## src/rtl/sram_arbiter.sv

```systemverilog
// Two-client SRAM port arbiter: display reads (fixed priority) and loader reads/writes.
// Optional loader starvation guard enabled by defining SRAM_ARB_STARVE_GUARD_EN.
module sram_arbiter #(
  parameter int ADDR_W   = 18,
  parameter int READ_LAT = 2,
  parameter int MAX_WAIT = 8
) (
  input  logic              Clock_50,
  input  logic              Reset,
  input  logic              C0_req,
  input  logic [ADDR_W-1:0] C0_addr,
  output logic              C0_gnt,
  output logic              C0_rdata_valid,
  output logic [15:0]       C0_rdata,
  input  logic              C1_req,
  input  logic              C1_we,
  input  logic [ADDR_W-1:0] C1_addr,
  input  logic [15:0]       C1_wdata,
  output logic              C1_gnt,
  output logic              C1_rdata_valid,
  output logic [15:0]       C1_rdata,
  output logic [ADDR_W-1:0] SRAM_address,
  output logic [15:0]       SRAM_write_data,
  output logic              SRAM_we_n,
  input  logic [15:0]       SRAM_read_data
);

  typedef enum logic {
    CLIENT_DISP = 1'b0,
    CLIENT_LOAD = 1'b1
  } client_e;

  typedef struct packed {
    logic    valid;
    client_e id;
  } trk_t;

  if (MAX_WAIT < 1) begin : g_bad_cfg
    $error("sram_arbiter: MAX_WAIT must be at least 1");
  end

  logic w_force_c1;
  logic w_c0_gnt;
  logic w_c1_gnt;
  trk_t r_trk [0:READ_LAT];

`ifdef SRAM_ARB_STARVE_GUARD_EN
  localparam int CNT_W = $clog2(MAX_WAIT + 1);
  logic [CNT_W-1:0] r_wait_cnt;

  always_ff @(posedge Clock_50) begin
    if (Reset || !C1_req || w_c1_gnt) begin
      r_wait_cnt <= '0;
    end else if (r_wait_cnt != CNT_W'(MAX_WAIT)) begin
      r_wait_cnt <= r_wait_cnt + 1'b1;
    end
  end

  assign w_force_c1 = (r_wait_cnt == CNT_W'(MAX_WAIT));
`else
  assign w_force_c1 = 1'b0;
`endif

  // Grants are pure combinational decode; Reset masks them so nothing issues during reset.
  assign w_c0_gnt = !Reset && C0_req && !(C1_req && w_force_c1);
  assign w_c1_gnt = !Reset && C1_req && (!C0_req || w_force_c1);

  assign C0_gnt = w_c0_gnt;
  assign C1_gnt = w_c1_gnt;

  // NOTE: sequential state uses non-blocking assignments so every register samples pre-edge values.
  always_ff @(posedge Clock_50) begin
    if (Reset) begin
      SRAM_address    <= '0;
      SRAM_write_data <= '0;
      SRAM_we_n       <= 1'b1;
    end else if (w_c1_gnt) begin
      SRAM_address    <= C1_addr;
      SRAM_write_data <= C1_wdata;
      SRAM_we_n       <= !C1_we;
    end else if (w_c0_gnt) begin
      SRAM_address    <= C0_addr;
      SRAM_we_n       <= 1'b1;
    end else begin
      SRAM_we_n       <= 1'b1;
    end
  end

  // NOTE: the tracker is reset in full (unlike a data RAM) so reads in flight at reset are dropped.
  always_ff @(posedge Clock_50) begin
    if (Reset) begin
      for (int i = 0; i <= READ_LAT; i++) begin
        r_trk[i] <= '{valid: 1'b0, id: CLIENT_DISP};
      end
    end else begin
      r_trk[0].valid <= (w_c0_gnt) || (w_c1_gnt && !C1_we);
      r_trk[0].id    <= w_c1_gnt ? CLIENT_LOAD : CLIENT_DISP;
      for (int i = 1; i <= READ_LAT; i++) begin
        r_trk[i] <= r_trk[i-1];
      end
    end
  end

  assign C0_rdata_valid = !Reset && r_trk[READ_LAT].valid && (r_trk[READ_LAT].id == CLIENT_DISP);
  assign C1_rdata_valid = !Reset && r_trk[READ_LAT].valid && (r_trk[READ_LAT].id == CLIENT_LOAD);

  assign C0_rdata = SRAM_read_data;
  assign C1_rdata = SRAM_read_data;

endmodule

```

## config.mk

```make
export PLATFORM = sky130hd
export DESIGN_NAME = sram_arbiter
export DESIGN_NICKNAME = d
export VERILOG_FILES = /design/src/rtl/sram_arbiter.sv
export SDC_FILE = /design/constraint.sdc
export NUM_CORES = 1
export LEC_CHECK = 0
export CORE_UTILIZATION = 37
export CTS_CLUSTER_SIZE = 14
export DETAILED_ROUTE_END_ITERATION = 12
export HOLD_SLACK_MARGIN = 0.06
export PLACE_DENSITY = 0.95
export RECOVER_POWER = 25
export SYNTH_ARGS = -nofsm -noshare
export SYNTH_HDL_FRONTEND = slang
export SYNTH_SLANG_ARGS = --single-unit
```

## constraint.sdc

```tcl
create_clock -name Clock_50 -period 2 [get_ports Clock_50]
set_input_delay 0.3 -clock Clock_50 [delete_from_list [all_inputs] [get_ports Clock_50]]
set_output_delay 0.3 -clock Clock_50 [all_outputs]
set_load 0.005 [all_outputs]
```

==> results_dict.tcl <==
set metrics [dict create \
    clk_latency_ps 280 \
    p_total_uw 1780 \
    synth-edff-count 0 \
    clock_skew_ps 0.518 \
    clock.fmax_ghz 0.523 \
    synth_most_common_cell "dfxtp_1" \
    clkSinkCount 41 \
    drive_gt1_frac 0.119 \
    fin_crit_ps 1910 \
    routed_via_density 4.46 \
    cts_setup_buffers 0 \
    required_ps 1700 \
    synthXorXnorAreaFrac 0 \
    final.period_utilization 0.956 \
    hold_viol 0 \
    p_leak_uw 0.00113 \
    die_area_um2 5480 \
    ys_warn_count 0 \
    yosys.area_share.simple 0.137 \
    dr.pass1.iters 4 \
    wire_per_inst_um 12.7 \
    maxCapViolations 0 \
    avgSynthCellArea_um2 9.46 \
    top_usage_layer "met2" \
    synthAdderAreaFrac 0 \
    numCtsBuffers 5 \
    synth_area_um2 1920 \
    die_h_um 74.0 \
    area_growth_pct 44.4 \
    powerDensity_nw_per_um2 641 \
    crit_fanout 3 \
    holdWs_ps 438 \
    vdd_drop_max_mv 0.309 \
    hold_path.class "register to register" \
    grt_pass1_vias 1556 \
    status "finished clean" \
    synth_compound_area_frac 0.0443 \
    worst_slew_pin_slew_ps 313 \
    ios 144 \
    placed_area_um2 2680 \
    ys_seq_area_frac 0.427 \
    ys_seq_elements 41 \
    global_route.usage.met2 0.315 \
    async_flop_share 0 \
    crit_type "primary input to primary output" \
    gp_congestion 0.701 \
    cp_data_arrival_time_ps 1610 \
    postRouteAntennaNets 0 \
    synth_flop_cell "dfxtp_1" \
    critPathLaunchType "primary input" \
    hpwlAfterDp_um 3220 \
    path_clk_slew_ps 70 \
    netlist_instances 203 \
    cts_tree "done" \
    grt_usage 0.169 \
    synth_top_area_cell "dfxtp_1" \
    antenna_cells 0 \
    synthMuxAreaShare 0.217 \
    ys_types 18 \
    use_met1 0.167 \
    netlist.area_leader.share 0.427 \
    report.final.slew_viol_count 0 \
    setup_tns_ps 0 \
    slowest_delay_ps 540 \
    worstPathCellList "clkdlybuf4s50_1 -> nand2b_1 -> nor2_1 -> clkdlybuf4s50_1" \
    routed-via-count 1494 \
    root_buffer "clkbuf_8" \
    overflow 0 \
    relSlewSlack 0.791 \
    fin_nets 341 \
    antenna_found_initial 0 \
    drtIter0Drc 36 \
    synth_top_family_by_area "multiplexers" \
    grt_max_degree 24 \
    setup_viol 0 \
    die_w_um 74.0 \
    rsz0062_at_grt "false" \
    clockBufferDepth 2 \
    slowest_stage "clkdlybuf4s50_1" \
    ys_top_cells_by_count "dfxtp_1, buf_4, nand2_1, nor2_1, mux2i_1" \
    portBuffers 95 \
    drt_wl_total_um 4270 \
    path_common_cell "clkdlybuf4s50_1" \
    syn_nets 276 \
    utilization 0.572 \
    use_met3 0.0637 \
    hold_buffers 0 \
    core_um2 4850 \
    endpoint_kind "primary output" \
    stdcell_area_um2 2770 \
    num_rows 25 \
    synthTopCellsByArea "dfxtp_1, buf_4, mux2i_1" \
    initial_core_util 0.396 \
    grt_pass1_wl_um 6930 \
    ctsHtreeMaxLevel 2 \
    drcViolationCount 0 \
]
-- layout by cell type (no fill, tap or decap) --
| cell | netlist | final |
|---|---|---|
| clkdlybuf4s50_1 | 0 | 94 |
| dfxtp_1 | 41 | 41 |
| nand2_1 | 33 | 33 |
| nor2_1 | 21 | 21 |
| mux2i_1 | 18 | 18 |
| a21oi_1 | 17 | 17 |
| mux2_4 | 9 | 9 |
| mux2_2 | 9 | 9 |
| buf_4 | 36 | 8 |
| nor2b_1 | 6 | 6 |
| clkbuf_8 | 0 | 6 |
| nand2b_1 | 1 | 1 |
| nor3b_1 | 1 | 1 |
| and3b_1 | 1 | 1 |
| inv_1 | 1 | 1 |
| clkbuf_1 | 4 | 1 |
| dlymetal6s2s_1 | 0 | 1 |
-- per-stage QoR --
step           worst slack, ps  cells
6_report                  88.3    335
3_3_place_gp              60.2    328
2_1_floorplan              833    203
3_5_place_dp              44.0    328
4_1_cts                   36.4    335
5_1_grt                   18.2    335
-- worst max-delay path: cells and delay by family --
kind                   cells  cell delay (ps)
buffers and inverters      2              980
AND/OR/NAND/NOR            2              340
-- logic make-up (layout without fill, tap and decap cells) --
logic type | Yosys count | count (layout)
mux | 36 | 36
simple gates | 63 | 63
flops | 41 | 41
buf+inv | 46 | 111
compound gates | 17 | 17
-- state kept, by name, summed over array words and instances (netlist names) --
name             flops
SRAM_address        18
SRAM_we_n            1
SRAM_write_data     16
r_trk                6
-- report_power, final --
| part | leakage (uW) | switching (uW) | total (uW) | internal (uW) |
|---|---|---|---|---|
| Sequential | 0.000338 | 21.7 | 884 | 862 |
| Combinational | 0.000753 | 114 | 362 | 247 |
| Clock | 0.0000443 | 258 | 532 | 274 |
| Total | 0.00113 | 394 | 1780 | 1380 |
-- per-layer routing --
metal  wire [um]  part of all wire
met1        1580              0.37
met2        2260              0.53
met3         358             0.084
met4          63             0.015
met5           0                 0
-- layout make-up --
cell class	instances	area (um2)
timing repair buffer	103	1010
multi-input combinational	116	764
clock buffer	7	86.3
fill	429	2080
sequential	41	821
tap	67	83.8
inverter	1	3.75
-- final timing paths --
path	startpoint	to	slack [ps]	cells after the start
worst max register to register	SRAM_address[14]	SRAM_address[14]	1120	3
worst min register to register	r_trk[0][1]	r_trk[0][3]	440	1
worst min-delay path	r_trk[0][1]	r_trk[0][3]	440	1
worst max-delay path	C0_req	C1_gnt	90	4
-- timing repair --
| item | CTS | global route |
|---|---|---|
| resized for setup | 0 | 1 |
| hold endpoints to repair | 0 | 0 |
| endpoints found under the setup margin | 0 | 2 |
(Power assumes the default switching activity.)
